### config.mk
export PLATFORM = sky130hd
export DESIGN_NAME = sender_burst_flat
export DESIGN_NICKNAME = d
export VERILOG_FILES = /design/src/rtl/sender_pkg.sv /design/src/rtl/sender_burst_if.sv /design/src/rtl/hs4_master.sv /design/src/rtl/sender_burst.sv /design/src/flat_wrapper.sv
export SDC_FILE = /design/constraint.sdc
export NUM_CORES = 1
export LEC_CHECK = 0
export ABC_CLOCK_PERIOD_IN_PS = 2290
export CORE_MARGIN = 1.5
export CORE_UTILIZATION = 47
export DETAILED_ROUTE_END_ITERATION = 8
export GPL_TIMING_DRIVEN = 0
export PLACE_DENSITY = 0.76
export SKIP_CTS_REPAIR_TIMING = 1
export SYNTH_ARGS = -nofsm -noshare
export SYNTH_HDL_FRONTEND = slang
export SYNTH_SLANG_ARGS = --single-unit
export TNS_END_PERCENT = 5
### constraint.sdc
create_clock -name clk -period 2.29 [get_ports clk]
set_input_delay 0.5725 -clock clk [delete_from_list [all_inputs] [get_ports clk]]
set_output_delay 0.5725 -clock clk [all_outputs]
set_load 0.005 [all_outputs]
### src/rtl/sender_pkg.sv
// Shared definitions for the burst memory sender and its 4-phase handshake engine.
package sender_pkg;

    localparam int DEF_DATA_W    = 16;
    localparam int DEF_ADDR_W    = 4;
    localparam int DEF_READY_CYC = 2;

    typedef enum logic [2:0] {
        S_IDLE = 3'd0,
        S_READ = 3'd1,
        S_LOAD = 3'd2,
        S_REQ  = 3'd3,
        S_REL  = 3'd4,
        S_DONE = 3'd5
    } state_t;

    typedef enum logic [1:0] {
        HS_IDLE     = 2'd0,
        HS_WAIT_LOW = 2'd1,
        HS_WAIT_ACK = 2'd2
    } hs_phase_t;

endpackage

### src/rtl/sender_burst_if.sv
// Control, memory and receiver-link signals of the burst sender, bundled as one port.
interface sender_burst_if
    import sender_pkg::*;
#(
    parameter int DATA_W = DEF_DATA_W,
    parameter int ADDR_W = DEF_ADDR_W
);

    logic              transmit;
    logic [ADDR_W-1:0] start_addr;
    logic [ADDR_W:0]   length;
    logic              abort;
    logic              read_enable;
    logic [ADDR_W-1:0] address;
    logic [DATA_W-1:0] data_in;
    logic [DATA_W-1:0] data_out;
    logic              req;
    logic              ack;
    logic              busy;
    logic              ready;
    logic              aborted;
    logic [ADDR_W:0]   word_count;

    modport master (
        input  transmit, start_addr, length, abort, data_in, ack,
        output read_enable, address, data_out, req, busy, ready, aborted, word_count
    );

    modport slave (
        output transmit, start_addr, length, abort, data_in, ack,
        input  read_enable, address, data_out, req, busy, ready, aborted, word_count
    );

endinterface

### src/rtl/hs4_master.sv
// Requester side of a 4-phase Req/Ack handshake; one full cycle per go pulse.
module hs4_master
    import sender_pkg::*;
(
    input  logic clk,
    input  logic rst_n,
    input  logic go,
    input  logic ack,
    output logic done,
    output logic req
);

    hs_phase_t phase;

    // A stale high Ack from the previous word must fall before a new Req is raised.
    always_ff @(posedge clk or negedge rst_n) begin
        if (!rst_n) begin
            phase <= HS_IDLE;
            req   <= 1'b0;
        end else begin
            case (phase)
                HS_IDLE: begin
                    if (go) begin
                        if (ack) begin
                            phase <= HS_WAIT_LOW;
                        end else begin
                            req   <= 1'b1;
                            phase <= HS_WAIT_ACK;
                        end
                    end
                end
                HS_WAIT_LOW: begin
                    if (!ack) begin
                        req   <= 1'b1;
                        phase <= HS_WAIT_ACK;
                    end
                end
                HS_WAIT_ACK: begin
                    if (ack) begin
                        req   <= 1'b0;
                        phase <= HS_IDLE;
                    end
                end
                default: begin
                    req   <= 1'b0;
                    phase <= HS_IDLE;
                end
            endcase
        end
    end

    // Ack seen while Req is up: the word has been taken by the receiver.
    assign done = (phase == HS_WAIT_ACK) && ack;

endmodule

### src/rtl/sender_burst.sv
// Reads a programmable burst from synchronous memory and sends each word over a 4-phase link.
module sender_burst
    import sender_pkg::*;
#(
    parameter int DATA_W    = DEF_DATA_W,
    parameter int ADDR_W    = DEF_ADDR_W,
    parameter int READY_CYC = DEF_READY_CYC
) (
    input  logic           clk,
    input  logic           rst_n,
    sender_burst_if.master bus
);

    localparam int RC_W = (READY_CYC > 1) ? $clog2(READY_CYC) : 1;

    state_t            state;
    logic [ADDR_W-1:0] addr;
    logic [ADDR_W:0]   len;
    logic [ADDR_W:0]   word_count;
    logic [RC_W-1:0]   rdy_cnt;
    logic              abort_pend;
    logic              read_enable;
    logic [DATA_W-1:0] data_out;
    logic              busy;
    logic              ready;
    logic              aborted;

    logic hs_go;
    logic hs_done;
    logic hs_req;

    assign hs_go = (state == S_LOAD);

    hs4_master u_hs (
        .clk  (clk),
        .rst_n(rst_n),
        .go   (hs_go),
        .ack  (bus.ack),
        .done (hs_done),
        .req  (hs_req)
    );

    always_ff @(posedge clk or negedge rst_n) begin
        if (!rst_n) begin
            state       <= S_IDLE;
            addr        <= '0;
            len         <= '0;
            word_count  <= '0;
            rdy_cnt     <= '0;
            abort_pend  <= 1'b0;
            read_enable <= 1'b0;
            data_out    <= '0;
            busy        <= 1'b0;
            ready       <= 1'b0;
            aborted     <= 1'b0;
        end else begin
            if (state != S_IDLE && bus.abort) begin
                abort_pend <= 1'b1;
            end

            case (state)
                S_IDLE: begin
                    if (bus.transmit) begin
                        addr       <= bus.start_addr;
                        len        <= bus.length;
                        word_count <= '0;
                        aborted    <= 1'b0;
                        abort_pend <= 1'b0;
                        busy       <= 1'b1;
                        if (bus.length == '0) begin
                            ready   <= 1'b1;
                            rdy_cnt <= RC_W'(READY_CYC - 1);
                            state   <= S_DONE;
                        end else begin
                            read_enable <= 1'b1;
                            state       <= S_READ;
                        end
                    end
                end
                S_READ: begin
                    read_enable <= 1'b0;
                    state       <= S_LOAD;
                end
                S_LOAD: begin
                    data_out <= bus.data_in;
                    state    <= S_REQ;
                end
                S_REQ: begin
                    if (hs_done) begin
                        word_count <= word_count + 1'b1;
                        state      <= S_REL;
                    end
                end
                S_REL: begin
                    // Reaching Length wins over a pending abort, so Aborted marks only truncated bursts.
                    if (!bus.ack) begin
                        if (word_count == len) begin
                            ready   <= 1'b1;
                            rdy_cnt <= RC_W'(READY_CYC - 1);
                            state   <= S_DONE;
                        end else if (abort_pend || bus.abort) begin
                            ready   <= 1'b1;
                            aborted <= 1'b1;
                            rdy_cnt <= RC_W'(READY_CYC - 1);
                            state   <= S_DONE;
                        end else begin
                            addr        <= addr + 1'b1;
                            read_enable <= 1'b1;
                            state       <= S_READ;
                        end
                    end
                end
                S_DONE: begin
                    if (rdy_cnt == '0) begin
                        ready <= 1'b0;
                        busy  <= 1'b0;
                        state <= S_IDLE;
                    end else begin
                        rdy_cnt <= rdy_cnt - 1'b1;
                    end
                end
                default: begin
                    read_enable <= 1'b0;
                    ready       <= 1'b0;
                    busy        <= 1'b0;
                    state       <= S_IDLE;
                end
            endcase
        end
    end

    assign bus.read_enable = read_enable;
    assign bus.address     = addr;
    assign bus.data_out    = data_out;
    assign bus.req         = hs_req;
    assign bus.busy        = busy;
    assign bus.ready       = ready;
    assign bus.aborted     = aborted;
    assign bus.word_count  = word_count;

endmodule

### src/flat_wrapper.sv
// flat-port wrapper written by rule: the top's interface ports become plain ports
module sender_burst_flat import sender_pkg::*;
#(
    parameter int DATA_W    = DEF_DATA_W,
    parameter int ADDR_W    = DEF_ADDR_W,
    parameter int READY_CYC = DEF_READY_CYC
)
  (clk, rst_n, bus_transmit, bus_start_addr, bus_length, bus_abort, bus_data_in, bus_ack, bus_read_enable, bus_address, bus_data_out, bus_req, bus_busy, bus_ready, bus_aborted, bus_word_count);
  sender_burst_if #(.DATA_W(DATA_W), .ADDR_W(ADDR_W)) bus_i ();
  input  logic clk;
  input  logic rst_n;
  input wire logic [$bits(bus_i.transmit)-1:0] bus_transmit;
  input wire logic [$bits(bus_i.start_addr)-1:0] bus_start_addr;
  input wire logic [$bits(bus_i.length)-1:0] bus_length;
  input wire logic [$bits(bus_i.abort)-1:0] bus_abort;
  input wire logic [$bits(bus_i.data_in)-1:0] bus_data_in;
  input wire logic [$bits(bus_i.ack)-1:0] bus_ack;
  output wire logic [$bits(bus_i.read_enable)-1:0] bus_read_enable;
  output wire logic [$bits(bus_i.address)-1:0] bus_address;
  output wire logic [$bits(bus_i.data_out)-1:0] bus_data_out;
  output wire logic [$bits(bus_i.req)-1:0] bus_req;
  output wire logic [$bits(bus_i.busy)-1:0] bus_busy;
  output wire logic [$bits(bus_i.ready)-1:0] bus_ready;
  output wire logic [$bits(bus_i.aborted)-1:0] bus_aborted;
  output wire logic [$bits(bus_i.word_count)-1:0] bus_word_count;
  assign bus_i.transmit = bus_transmit;
  assign bus_i.start_addr = bus_start_addr;
  assign bus_i.length = bus_length;
  assign bus_i.abort = bus_abort;
  assign bus_i.data_in = bus_data_in;
  assign bus_i.ack = bus_ack;
  assign bus_read_enable = bus_i.read_enable;
  assign bus_address = bus_i.address;
  assign bus_data_out = bus_i.data_out;
  assign bus_req = bus_i.req;
  assign bus_busy = bus_i.busy;
  assign bus_ready = bus_i.ready;
  assign bus_aborted = bus_i.aborted;
  assign bus_word_count = bus_i.word_count;
  sender_burst #(.DATA_W(DATA_W), .ADDR_W(ADDR_W), .READY_CYC(READY_CYC)) u_core (.clk(clk), .rst_n(rst_n), .bus(bus_i));
endmodule
## Word-level counts from Yosys, hierarchy flattened

Index checks and enable logic that the tools add are counted.

| cells by class | value |
|---|---|
| add/sub/neg operators | 3 |
| bitwise gates (word level) | 3 |
| reduce and logical (&&, ||, !) cells | 24 |
| muxes and demuxes | 49 |
| equality and inequality tests | 21 |

Operators by type and width:

| kind | count |
|---|---|
| $mux 1 | 22 |
| $mux 3 | 7 |
| $pmux 3 s6 | 1 |
| $mux 4 | 4 |
| $ne 2x2->1 const B | 8 |
| $reduce_and 5->1 | 3 |
| $pmux 1 s3 | 4 |
| $reduce_and 6->1 | 2 |
| $mux 5 | 2 |
| $pmux 5 s2 | 1 |
| $reduce_and 3->1 | 3 |
| $mux 2 | 4 |
| $ne 2x1->1 const B | 4 |
| $pmux 4 s2 | 1 |
| $eq 3x2->1 const B | 2 |
| $eq 3x3->1 const B | 2 |
| $pmux 2 s3 | 1 |
| $reduce_bool 3->1 | 2 |
| $reduce_or 3->1 | 2 |
| $add 5x1->5 const B | 1 |
| $eq 5x5->1 | 1 |
| $logic_not 5->1 | 1 |
| $add 4x1->4 const B | 1 |
| $pmux 1 s4 | 1 |
| 15 further kinds | 20 |

| storage, ports and cells | value |
|---|---|
| input port bits | 30 |
| output and inout port bits | 30 |
| word-level logic and storage cells | 113 |
| flip-flop bits (word level) | 42 |

## Logic depth before layout (Yosys ltp)

| logic depth | value |
|---|---|
| word-level depth | 5 |
| gate-level depth with buffers | 7 |
| mapped depth without buffers | 5 |

## Hierarchy

A second synthesis with hierarchy kept.

| second synthesis, totals | value |
|---|---|
| cell total of the unflattened synthesis | 196 |
| area total of the unflattened synthesis | 2150.8 um^2 |

Modules (own cells, without submodules):

| module | area an instance (um^2) | instances | sequential area each (um^2) | cells an instance |
|---|---|---|---|---|
| sender_burst | 2020.7 | 1 | 975.9 | 185 |
| hs4_master | 130.1 | 1 | 75.1 | 11 |

## Worst setup path before layout

Ideal clock, no wire load.

| path | value |
|---|---|
| kind | input port to flip-flop |
| start point | in bus_ack |
| end point | reg u_core.addr[0], in the netlist u_core.bus.address[0] |
| stages on the path | 6 |
| path buffers | 1 |
| required time | 2164 ps |
| setup slack | 356 ps |
| library setup time | 126 ps |
| data arrival time | 1808 ps |
| cells stage by stage | clkbuf_1 -> nand2b_1 -> a211o_1 -> a31oi_4 -> o21ai_1 -> a221o_1 |

| on the way | value |
|---|---|
| cells in the longest elaborated chain, start to end | 2 |

RTL lines:

| what | line | RTL |
|---|---|---|
| start, declared | flat_wrapper.sv:17 | `input wire logic [$bits(bus_i.ack)-1:0] bus_ack;` |
| $ne 2x2->1 (no source line) | - |  |
| $reduce_and 5->1 (no source line) | - |  |
| end signal, assigned | sender_burst.sv:64 | `addr <= bus.start_addr;` |
| end signal, assigned | sender_burst.sv:107 | `addr <= addr + 1'b1;` |
| end, declared | sender_burst.sv:17 | `logic [ADDR_W-1:0] addr;` |

Every way passes these cells.
A chain may end at the register's enable or synchronous reset.

## Worst setup path after layout

| path | value |
|---|---|
| start point | reg u_core.state[2] |
| end point | reg u_core.addr[3], in the netlist u_core.bus.address[3] |

| on the way | value |
|---|---|
| cells in the longest elaborated chain, start to end | 3 |
| elaborated cells between the ends (all ways) | 9 |
| those cells by class | eq/ne (5); mux (1); reduce/logical (3) |

RTL lines:

| what | line | RTL |
|---|---|---|
| start, declared | sender_burst.sv:16 | `state_t state;` |
| start signal, assigned | sender_burst.sv:45 | `state <= S_IDLE;` |
| start signal, assigned | sender_burst.sv:73 | `state <= S_DONE;` |
| start signal, assigned | sender_burst.sv:76 | `state <= S_READ;` |
| $eq 3x3->1 or $logic_not 3->1 (tied branches) | sender_burst.sv:61 | `case (state)` |
| $ne 2x2->1 (no source line) or $reduce_bool 2->1 (tied branches) | - |  |
| $reduce_and 5->1 (no source line) | - |  |

Parallel ways exist; a longest one is shown, timed or not.

==> key figures <==
Run status
  • Outcome: complete, no violations

Yosys
  • Post-synth EDFFs: 0
  • Post-Syn Nets: 236
  • Syn Inst Count: 204
  • Yosys reg bits: 42
  • Post-Syn Area: around 2000 um2
  • Ranking of synthesized cells by area: dfrtp_1, mux2_2, nand2_1
  • Top cell type's share of synthesized area: 51.0%
  • Ys flop type: dfrtp_1
  • Distinct cells, synth: 43
  • Register area share after synthesis: 51.0%
  • Post-synth ARST share: 100%
  • Warnings from Yosys: 0
  • Post-Syn Area per Cell: 10.1 um2
  • Largest area contributor in the netlist: dfrtp_1

Placed design
  • Cell Area, Placed: between 2000 and 3000 um2
  • Routability cong.: roughly 0.82
  • PortBufs: 58
  • Dpl cells: 313
  • Hpwl dp: approximately 3400 um

Die
  • Initial Utilization: about 50%
  • DIE WIDTH: 69.2 um
  • Die area: 4790 um2
  • Chip Height: 69.2 um
  • Std-Cell Core Area: 4120 um2
  • Top Ports: 60
  • Number of cell rows: 23

Global routing
  • All-Layer GR Usage: 20.2%
  • Vias in the first global route: 1,676
  • First-pass GRT wire length: 7750 um
  • Grt total ovfl: 0
  • Initial antenna violation count: 0
  • Largest net degree at the start of global routing: 26

STA
  • Max-slew headroom: roughly two fifths
  • Fmax: 0.505 GHz
  • Crit share post-route: 86.5%
  • Final setup vio count: 0
  • Worst Skew: 7.73 ps
  • Worst Tran Pin Value: 895 ps
  • Min cycle time layout: 1980 ps
  • Setup TNS: 0 ps
  • Max Transition Viols Final: 0
  • RSZ-0062 raised after global routing: false
  • Final count of hold timing violations: 0
  • Min Hold Slack: 201 ps

Final layout
  • Finished Cell Area: between 2000 and 3000 um2
  • Area grow syn2layout: 36.5%
  • Finished Layout Cells: roughly 320
  • Share of cells above drive strength 1: between 10% and 20%
  • Most frequent cells in the layout: clkdlybuf4s50_1, dfrtp_1, nand2_1
  • Nets: 302
  • Commonest non-fill, non-tap cell in the layout: clkdlybuf4s50_1
  • Inserted Diodes: 0

Drt
  • Initial DRC count: about 80
  • Vias per cell: 5.40
  • Final WL: approximately 4600 um
  • Wire per inst: 14.3 um
  • Residual DRC count: 0
  • First-pass iteration count of the detailed router: 4
  • DR WL met3: 165 um
  • Vias: 1,734
  • M1 WL: 2110 um
  • Max Used Layer: met4
  • Antenna Nets Post-Route: 0
  • WL met2: ~2200 um

CTS
  • Clk pin slew, worst setup/hold paths: 80 ps
  • CTS Sinks: 42
  • Max Root-Sink Buffers: 2
  • TritonCTS clock tree: yes
  • CTS root buffer: clkbuf_8
  • CTS Buf Count: 5
  • Clock Latency Late Sink: 300 ps
  • H-tree levels: 2

Pwr
  • Leak: approximately 1.2 nW
  • Worst vdd rail ir drop: 0.574 mV
  • PwrDens: 1260 nW/um2

Setup path
  • Crit start category: flop
  • WP data required: 2470 ps
  • Kind of critical path: reg2reg
  • Worst EP arrival: 2160 ps
  • Worst-path fanout max: 10
  • Worst setup EP type: flop

Flow run
  • Max-Cap Viols: 0

Worst hold path
  • Hold Path Class: in2async
## routing by layer
metal	global-route usage, %	up-vias
met1	25.9	837
met4	8.50	0
met5	0	-
met3	3.05	9
li1	-	845
met2	34.1	43
## power by group
part           internal, mW  switching [mW]
Sequential             1.08           0.233
Combinational         0.974           0.758
Clock                 0.243           0.256
Total                  2.30            1.25
## worst paths after layout
| kind | startpoint | endpoint | slack (ps) | cells after the start |
|---|---|---|---|---|
| max | u_core.state[2] | u_core.bus.address[3] | 310 | 6 |
| min | rst_n | u_core.bus.data_out[5] | 200 | 1 |
| max reg2reg | u_core.state[2] | u_core.bus.address[3] | 310 | 6 |
| min reg2reg | u_core.u_hs.req | u_core.u_hs.req | 490 | 2 |
| max in group asynchronous | rst_n | u_core.abort_pend | 1620 | 2 |
| min in group clk | u_core.u_hs.req | u_core.u_hs.req | 490 | 2 |
## cell families (layout without fill, tap and decap cells)
family | Yosys count | in the layout | share of synthesized area, %
and+or+nand+nor | 75 | 75 | 17.6
AOI/OAI and AO/OA | 42 | 42 | 12.9
DFF | 42 | 42 | 51.0
muxes | 18 | 18 | 9.90
buffers and inverters | 16 | 83 | 3.52
xor gates and xnor gates | 9 | 9 | 3.83
adders and majority gates | 2 | 2 | 1.21
## area by class of cell
| cell class | instances | area [um2] |
|---|---|---|
| Fill cell | 363 | 1300 |
| Inverter | 5 | 18.8 |
| Clock buffer | 7 | 86.3 |
| Sequential cell | 42 | 1050 |
| Multi-Input combinational cell | 146 | 937 |
| Clock inverter | 1 | 5.00 |
| Timing Repair Buffer | 59 | 598 |
| Tap cell | 50 | 62.6 |
| Buffer | 11 | 53.8 |
## synth_stat cells (3+ instances only)
library cell and count:
buf_2 4, a21oi_1 15, nor2_1 15, mux2_2 16, nand2_1 32, clkbuf_1 5, o21ai_0 9, nand4_1 4
a31oi_1 3, dfrtp_1 42, nand2b_1 5, nor3_1 6, nand3_1 3, xor2_1 7, inv_1 5
## critical path: stages (launching register included)
cell and delay (ps):
dfrtp_1 370, buf_2 240, inv_1 170, nor3_1 720
nand2_1 120, a21oi_1 200, a21oi_1 60
## sequential cells by signal (all words and copies together) (netlist names), 2 cells and up
register / flops
u_core.bus.address: 4
u_core.bus.data_out: 16
u_core.bus.word_count: 5
u_core.len: 5
u_core.state: 3
u_core.u_hs.phase: 2
## metrics by stage
step	power (mW)	setup slack [ps]	util [%]
after floorplan	2.31	356	-
after global placement	3.02	-456	65.7
after detailed placement	3.07	-213	66.1
after CTS	3.58	70.9	68.3
after global routing	3.80	137	68.3
final	3.55	310	68.3
Note: power is estimated with default switching activity, not from simulation.
